`src/rtl/mem_port_arbiter_pkg.sv`:
```
// Shared types and constants for the IF/DM memory port arbiter.
// Holds the FSM state encoding, the owner encoding and the latency counter width.
package mem_port_arbiter_pkg;

  localparam int unsigned LatCntW = 3;

  typedef enum logic [1:0] {
    StIdle  = 2'b00,
    StIssue = 2'b01,
    StWait  = 2'b10,
    StDone  = 2'b11
  } arb_state_e;

  typedef enum logic {
    OwnIf = 1'b0,
    OwnDm = 1'b1
  } arb_owner_e;

endpackage

```
`src/rtl/mem_lat_counter.sv`:
```
// Loadable down-counter with zero flag; times the WAIT phase of an access.
module mem_lat_counter
  import mem_port_arbiter_pkg::*;
(
  input  logic               clk_i,
  input  logic               rst_ni,
  input  logic               load_i,
  input  logic [LatCntW-1:0] load_val_i,
  input  logic               dec_i,
  output logic               zero_o
);

  logic [LatCntW-1:0] cnt_d, cnt_q;

  always_comb begin
    cnt_d = cnt_q;
    if (load_i) begin
      cnt_d = load_val_i;
    end else if (dec_i && (cnt_q != '0)) begin
      cnt_d = cnt_q - LatCntW'(1);
    end
  end

  always_ff @(posedge clk_i or negedge rst_ni) begin
    if (!rst_ni) begin
      cnt_q <= '0;
    end else begin
      cnt_q <= cnt_d;
    end
  end

  assign zero_o = (cnt_q == '0);

endmodule

```
`src/rtl/mem_port_arbiter.sv`:
```
// Shares one memory port between instruction fetch and the load/store stage.
// Each access runs IDLE -> ISSUE -> WAIT -> DONE; DM wins ties unless IF has starved.
module mem_port_arbiter
  import mem_port_arbiter_pkg::*;
#(
  parameter int unsigned ADDR_W     = 32,
  parameter int unsigned DATA_W     = 32,
  parameter int unsigned MEM_LAT    = 1,
  parameter int unsigned STARVE_MAX = 4
) (
  input  logic              Clk,
  input  logic              Rst,
  input  logic              if_req,
  input  logic [ADDR_W-1:0] if_addr,
  output logic [DATA_W-1:0] if_rdata,
  output logic              if_valid,
  output logic              if_stall,
  input  logic              dm_req,
  input  logic              dm_rnw,
  input  logic [ADDR_W-1:0] dm_addr,
  input  logic [DATA_W-1:0] dm_wdata,
  output logic [DATA_W-1:0] dm_rdata,
  output logic              dm_valid,
  output logic              dm_stall,
  output logic              MemoryEnable,
  output logic              ReadNotWrite,
  output logic [ADDR_W-1:0] MemAddr,
  output logic [DATA_W-1:0] MemDin,
  input  logic [DATA_W-1:0] MemDout
);

  localparam int unsigned        StarveW   = $clog2(STARVE_MAX + 1);
  localparam logic [StarveW-1:0] StarveMax = StarveW'(STARVE_MAX);
  localparam logic [LatCntW-1:0] LatLoad   = LatCntW'(MEM_LAT - 1);

  arb_state_e         state_d, state_q;
  arb_owner_e         owner_d, owner_q;
  logic               op_rnw_d, op_rnw_q;
  logic [StarveW-1:0] starve_d, starve_q;

  logic               mem_en_d, mem_en_q;
  logic               mem_rnw_d, mem_rnw_q;
  logic [ADDR_W-1:0]  mem_addr_d, mem_addr_q;
  logic [DATA_W-1:0]  mem_din_d, mem_din_q;

  logic               if_valid_d, if_valid_q;
  logic               dm_valid_d, dm_valid_q;
  logic [DATA_W-1:0]  if_rdata_d, if_rdata_q;
  logic [DATA_W-1:0]  dm_rdata_d, dm_rdata_q;

  logic               grant_dm, grant_if;
  logic               cnt_load, cnt_dec, cnt_zero;

  mem_lat_counter u_lat_counter (
    .clk_i      (Clk),
    .rst_ni     (Rst),
    .load_i     (cnt_load),
    .load_val_i (LatLoad),
    .dec_i      (cnt_dec),
    .zero_o     (cnt_zero)
  );

  // A starved fetch overrides DM's tie-break priority.
  assign grant_dm = dm_req && !(if_req && (starve_q == StarveMax));
  assign grant_if = if_req && !grant_dm;

  always_comb begin
    state_d    = state_q;
    owner_d    = owner_q;
    op_rnw_d   = op_rnw_q;
    starve_d   = if_req ? starve_q : '0;
    mem_en_d   = 1'b0;
    mem_rnw_d  = 1'b0;
    mem_addr_d = '0;
    mem_din_d  = '0;
    if_valid_d = 1'b0;
    dm_valid_d = 1'b0;
    if_rdata_d = if_rdata_q;
    dm_rdata_d = dm_rdata_q;
    cnt_load   = 1'b0;
    cnt_dec    = 1'b0;

    case (state_q)
      StIdle: begin
        if (grant_dm) begin
          state_d    = StIssue;
          owner_d    = OwnDm;
          op_rnw_d   = dm_rnw;
          mem_en_d   = 1'b1;
          mem_rnw_d  = dm_rnw;
          mem_addr_d = dm_addr;
          mem_din_d  = dm_rnw ? '0 : dm_wdata;
          if (if_req && (starve_q != StarveMax)) begin
            starve_d = starve_q + StarveW'(1);
          end
        end else if (grant_if) begin
          state_d    = StIssue;
          owner_d    = OwnIf;
          op_rnw_d   = 1'b1;
          mem_en_d   = 1'b1;
          mem_rnw_d  = 1'b1;
          mem_addr_d = if_addr;
          starve_d   = '0;
        end
      end
      StIssue: begin
        state_d  = StWait;
        cnt_load = 1'b1;
      end
      StWait: begin
        if (cnt_zero) begin
          state_d = StDone;
          if (owner_q == OwnIf) begin
            if_valid_d = 1'b1;
            if_rdata_d = MemDout;
          end else begin
            dm_valid_d = 1'b1;
            if (op_rnw_q) begin
              dm_rdata_d = MemDout;
            end
          end
        end else begin
          cnt_dec = 1'b1;
        end
      end
      StDone: begin
        state_d = StIdle;
      end
      default: begin
        state_d = StIdle;
      end
    endcase
  end

  always_ff @(posedge Clk or negedge Rst) begin
    if (!Rst) begin
      state_q    <= StIdle;
      owner_q    <= OwnIf;
      op_rnw_q   <= 1'b0;
      starve_q   <= '0;
      mem_en_q   <= 1'b0;
      mem_rnw_q  <= 1'b0;
      mem_addr_q <= '0;
      mem_din_q  <= '0;
      if_valid_q <= 1'b0;
      dm_valid_q <= 1'b0;
      if_rdata_q <= '0;
      dm_rdata_q <= '0;
    end else begin
      state_q    <= state_d;
      owner_q    <= owner_d;
      op_rnw_q   <= op_rnw_d;
      starve_q   <= starve_d;
      mem_en_q   <= mem_en_d;
      mem_rnw_q  <= mem_rnw_d;
      mem_addr_q <= mem_addr_d;
      mem_din_q  <= mem_din_d;
      if_valid_q <= if_valid_d;
      dm_valid_q <= dm_valid_d;
      if_rdata_q <= if_rdata_d;
      dm_rdata_q <= dm_rdata_d;
    end
  end

  assign MemoryEnable = mem_en_q;
  assign ReadNotWrite = mem_rnw_q;
  assign MemAddr      = mem_addr_q;
  assign MemDin       = mem_din_q;
  assign if_valid     = if_valid_q;
  assign dm_valid     = dm_valid_q;
  assign if_rdata     = if_rdata_q;
  assign dm_rdata     = dm_rdata_q;
  assign if_stall     = if_req & ~if_valid_q;
  assign dm_stall     = dm_req & ~dm_valid_q;

endmodule

```
`config.mk`:
```
export PLATFORM = sky130hd
export DESIGN_NAME = mem_port_arbiter
export DESIGN_NICKNAME = d
export VERILOG_FILES = /design/src/rtl/mem_port_arbiter_pkg.sv /design/src/rtl/mem_lat_counter.sv /design/src/rtl/mem_port_arbiter.sv
export SDC_FILE = /design/constraint.sdc
export NUM_CORES = 1
export LEC_CHECK = 0
export BUFFER_PORTS_ARGS = -buffer_cell sky130_fd_sc_hd__buf_2
export CAP_MARGIN = 20
export CORE_ASPECT_RATIO = 0.5
export CORE_MARGIN = 4
export CORE_UTILIZATION = 30
export DETAILED_ROUTE_END_ITERATION = 8
export SLEW_MARGIN = 20
export SYNTH_ARGS = -nofsm -noshare
export SYNTH_HDL_FRONTEND = slang
export SYNTH_SLANG_ARGS = --single-unit
```
`constraint.sdc`:
```
create_clock -name Clk -period 2 [get_ports Clk]
set_clock_uncertainty 0.2 [all_clocks]
set_input_delay 0.2 -clock Clk [delete_from_list [all_inputs] [get_ports Clk]]
set_output_delay 0.2 -clock Clk [all_outputs]
set_load 0.1 [all_outputs]
```
==> After elaboration in Yosys (flattened, before gate mapping) <==
Index checks and enable logic that the tools add are counted.
{ "totals": {"ff_bits": 142, "inputBits": 133, "wordCells": 78, "out_inout_bits": 134} }
{ "classes": {"n_reduce_logical": 16, "bitwise_logic": 5, "add_sub_neg": 2, "n_eq_ne": 7, "n_mux": 35} }
{ "op_table": {"columns": ["operator", "n"], "rows": [
  ["2-to-1 mux 32 bit", 6],
  ["2-to-1 mux 3 bit", 7],
  ["2-to-1 mux 1 bit", 18],
  ["case mux 2 bit (4 select lines)", 1],
  ["2-to-1 mux 2 bit", 3],
  ["!= test 3 bit, second input constant", 2],
  ["logical AND 1 bit", 5],
  ["equality test 2 bit, second input constant", 2],
  ["AND reduction 2 bit", 2],
  ["AND reduction 4 bit", 1],
  ["nonzero test 2 bit", 2],
  ["adder 3 x 1 -> 3 bit, second input constant", 1],
  ["equality test 3 bit, second input constant", 1],
  ["logical NOT 3 bit", 1],
  ["inverter 1 bit", 3],
  ["AND reduction 3 bit", 1],
  ["nonzero test 3 bit", 1],
  ["subtractor 3 x 1 -> 3 bit, second input constant", 1],
  ["bitwise AND 1 bit", 2],
  ["equality test 2 x 1 -> 1 bit, second input constant", 1],
  ["logical NOT 1 bit", 2],
  ["logical NOT 2 bit", 1],
  ["!= test 2 bit, second input constant", 1]
]} }

==> Longest topological paths before layout <==
{ "depth": {"depth_word": 9, "ltp_mapped": 8, "depth_no_buf": 5} }

==> Modules after synthesis <==
A second synthesis with hierarchy kept.
{ "unflattened": {"cells_unflattened": 349, "hier_area_um2": 5431.5} }
{ "by_module_without_submodules": {"columns": ["module", "cells_each", "seq_area_each_um2", "instances", "area_per_inst_um2"], "rows": [
  ["mem_port_arbiter", 330, 3478.3, 1, 5241.3],
  ["mem_lat_counter", 19, 75.1, 1, 190.2]
]} }

==> Least setup slack after synthesis <==
No wires, ideal clock.
{ "synth_path": {"kind": "register to output", "start": "register if_valid_q (netlist: if_valid)", "end": "output if_stall", "setup_slack_ps": -611, "path_stages_with_launch": 2, "path_buffers": 0, "required_time_ps": 1600, "arrival_ps": 2211, "path_cell_list": "dfrtp_1 -> nor2b_1"} }
{ "synth_via": {"elab_chain_cells": 2} }
{ "synth_lines": {"columns": ["item", "line", "rtl"], "rows": [
  ["start: declaration", "mem_port_arbiter.sv:46", "logic if_valid_d, if_valid_q;"],
  ["start signal: assignment", "mem_port_arbiter.sv:158", "if_valid_q <= if_valid_d;"],
  ["inverter 1 bit", "mem_port_arbiter.sv:173", "assign if_stall = if_req & ~if_valid_q;"],
  ["bitwise AND 1 bit", "mem_port_arbiter.sv:173", null],
  ["end: declaration", "mem_port_arbiter.sv:17", "output logic if_stall,"]
]} }
No other way between the ends.

==> Worst setup path in the final report <==
{ "layout_path": {"start": "register state_q[0]", "end": "register if_rdata_q[27] (netlist: if_rdata[27])"} }
{ "layout_via": {"elab_chain_cells": 2} }
{ "layout_lines": {"columns": ["item", "line", "rtl"], "rows": [
  ["start: declaration", "mem_port_arbiter.sv:36", "arb_state_e state_d, state_q;"],
  ["start signal: assignment", "mem_port_arbiter.sv:137", "state_q <= StIdle;"],
  ["start signal: assignment", "mem_port_arbiter.sv:150", "state_q <= state_d;"],
  ["equality test 2 bit", "mem_port_arbiter.sv:83", "case (state_q)"],
  ["AND reduction 3 bit (no source line)", null, null],
  ["end signal: assignment", "mem_port_arbiter.sv:160", "if_rdata_q <= if_rdata_d;"],
  ["end: declaration", "mem_port_arbiter.sv:48", "logic [DATA_W-1:0] if_rdata_d, if_rdata_q;"]
]} }
No other way between the ends.
A chain may end at the register's enable or synchronous reset.

==> flow_summary.ini <==
[outcome]
status = finished clean

[worst_setup_path]
worstPathArrival_ns = 2.00
path_class = reg -> reg
crit_path_start_kind = flop
r2r_end = if_rdata[27]
endpoint_kind = flop
crit_start = state_q[0]
r2r_slack_ns = 0.09
reg2reg_depth = 6
path_max_fanout = 8
slowest_stage = dfrtp_1
cp_cell_sequence = inv_1 > ha_2 > nor2b_4 > and3_4 > buf_12 > mux2_2
r2r-start = state_q[0]
worstPathRequired_ns = 2.09
slowest_delay_ns = 0.40

[floorplanning]
rows = 34
dieArea_um2 = 20680
core_um2 = 17650
fp.dieW_um = 199.4
start_util = 0.3113
io_pins = 267
die_height_um = 103.7

[synthesis]
synth_top_family_by_area = multiplexers
syn-cell-area_um2 = 5495
synth_simple_gate_area_frac = 0.07559
syn_nets = 494
ys_ff_latch = 142
yosysMostFrequentCell = dfrtp_1
yosys.area_share.adder = 0.01594
synth.yosys.seq_area_share = 0.6466
async_reset_ff_frac = 1.000
synth_edf_count = 0
yosys_warnings = 0
syn_area_per_cell_um2 = 15.52
synth_cells = 354
synth_common_cells = 142 x dfrtp_1, 34 x and2_1, 34 x mux2_2
synthTopCellsByArea = dfrtp_1 65%, mux2_4 7.9%, mux2_2 7.0%
synth_top_area_cell = dfrtp_1
synth-main-ff-cell = dfrtp_1
yosysTopAreaCellShare = 0.6466
synth-xor-area-share = 0
synthMuxAreaShare = 0.1530
synth.distinct_cells = 39
synth_compound_area_frac = 0.07013

[detailed_routing]
drc = 0
via_per_inst = 4.280
antenna_left = 0
wl_per_cell_um = 15.55
drt-pass1-iter-count = 4
first_iter_violations = 82
vias = 4340
wl_mm = 15.77

[grt]
grt_overflow = 0
grt_pass1_wl_mm = 25.29
grt_pass1_vias = 4964
grt_max_degree = 51
antenna_found_initial = 0
grtUsageTotal = 0.1522

[clock_tree]
insertion_delay_ns = 0.40
cts_root_buffer = clkbuf_16
cts_buffers = 17
clockBufferDepth = 2
cts_tree = done
numClockSinks = 142
htree_levels = 4
clkSlewWorstSetupHoldPaths_ns = 0.06

[timing]
max-slew-margin-rel = 0.6561
setup_violations = 0
fin_crit_ns = 1.912
final.setup.tns_ns = 0
post-route-period-util = 0.9558
finalHoldViolations = 0
worst_slack_ns = 0.08849
worstMarginPinSlew_ns = 0.5194
fmax_ghz = 0.5231
drv_slew = 0
rsz0062_at_grt = no

[run]
cap_violations = 0

[min_path]
hold_path_end = MemoryEnable
holdPathStages = 2
min_path_type = in -> reg
min-delay-start = dm_req

[final_layout]
fillers = 1532
regArea_um2 = 3553
diodes = 0
final_area_um2 = 9216
fin_util = 0.5220
drive_above_1_share = 0.5026
final_nets = 907
multi_input_area_um2 = 1754
area_growth_pct = 67.71

[placement]
post-place-ws_ns = 0.08489
placed_area_um2 = 7153
dp_hpwl_mm = 10.17
gp_congestion = 0.7156
io_buffers = 266
routing by layer:
layer | track usage | up-vias | routed length (um)
met5 | 0 | - | 0
met2 | 0.2836 | 119 | 8490
met1 | 0.1650 | 2138 | 6159
li1 | - | 2054 | -
met3 | 0.04054 | 29 | 773
met4 | 0.05523 | 0 | 342
critical path, delay by kind of cell, from the launching register on:
kind | cells | cell delay (ns)
flops | 1 | 0.40
fa+ha+maj | 1 | 0.18
simple gates | 2 | 0.44
mux | 1 | 0.33
buf+inv | 2 | 0.25
area by class of cell:
class / count / share of cell area
Tap cell: 234 / 0.03177
Clock inverter: 13 / 0.02308
Timing Repair Buffer: 415 / 0.3179
Inverter: 8 / 0.003258
Multi-Input combinational cell: 183 / 0.1903
Sequential cell: 142 / 0.3856
Clock buffer: 19 / 0.04806
through the flow:
stage,hold slack (ns),cells
3_3_place_gp,-0.1082,847
4_1_cts,0.01842,1010
5_1_grt,0.03226,1014
6_report,0.02575,1014
3_5_place_dp,-0.1056,847
2_1_floorplan,-0.2956,354
placed cells by master, fill, tap and decap left out, types with 2 or more instances in the layout:
master         Yosys  final
mux2_4            29     29
nand2_1            6      6
nand3_1            3      3
o31a_1             2      2
ha_2               0      3
bufinv_16          0      5
buf_12             3      7
and2_1            34     34
mux2_1             2      2
nand2b_1           3      3
clkinvlp_4         0      3
buf_2              8    264
a21boi_0           3      3
mux2_2            34     34
a21oi_1            2      2
dfrtp_1          142    142
nor2_1             7      5
nor2b_4            1      2
buf_6              5      2
inv_1              8      8
ha_1               7      4
clkbuf_16          0     20
dlygate4sd3_1      0    131
o22ai_1            3      3
a22o_1            30     30
clkinv_4           0      3
buf_4              1      7
registers in the layout, indices dropped and copies added (netlist names):
| signal | count |
|---|---|
| if_valid | 1 |
| dm_valid | 1 |
| dm_rdata | 32 |
| MemoryEnable | 1 |
| MemDin | 32 |
| owner_q | 1 |
| state_q | 2 |
| u_lat_counter.cnt_q | 3 |
| starve_q | 3 |
| op_rnw_q | 1 |
| if_rdata | 32 |
| ReadNotWrite | 1 |
| MemAddr | 32 |
logic make-up after synthesis:
kind of cell | count (synthesis)
compound gates | 46
mux | 65
buf+inv | 29
flops | 142
simple gates | 65
fa+ha+maj | 7
how the worst max path moves through the flow:
| stage | to | slack, ns | depth (start not counted) |
|---|---|---|---|
| after global placement | if_rdata[29] | 0.10 | 6 |
| final | if_rdata[27] | 0.09 | 6 |
| after global routing | if_rdata[0] | 0.007 | 6 |
| after CTS | if_stall | 0.05 | 4 |
| after detailed placement | if_rdata[29] | 0.08 | 6 |
| after floorplan | if_rdata[0] | 0.05 | 8 |
repair_timing:
| action | CTS | global route |
|---|---|---|
| setup buffers | 0 | 1 |
| gates resized for setup | 0 | 5 |
| hold endpoints to repair | 274 | 0 |
| hold buffers | 131 | 0 |
| endpoints found under the setup margin | 0 | 7 |
Power is not shown: default switching activity piles up to over one toggle a cycle in this logic, so the estimate is an artifact.
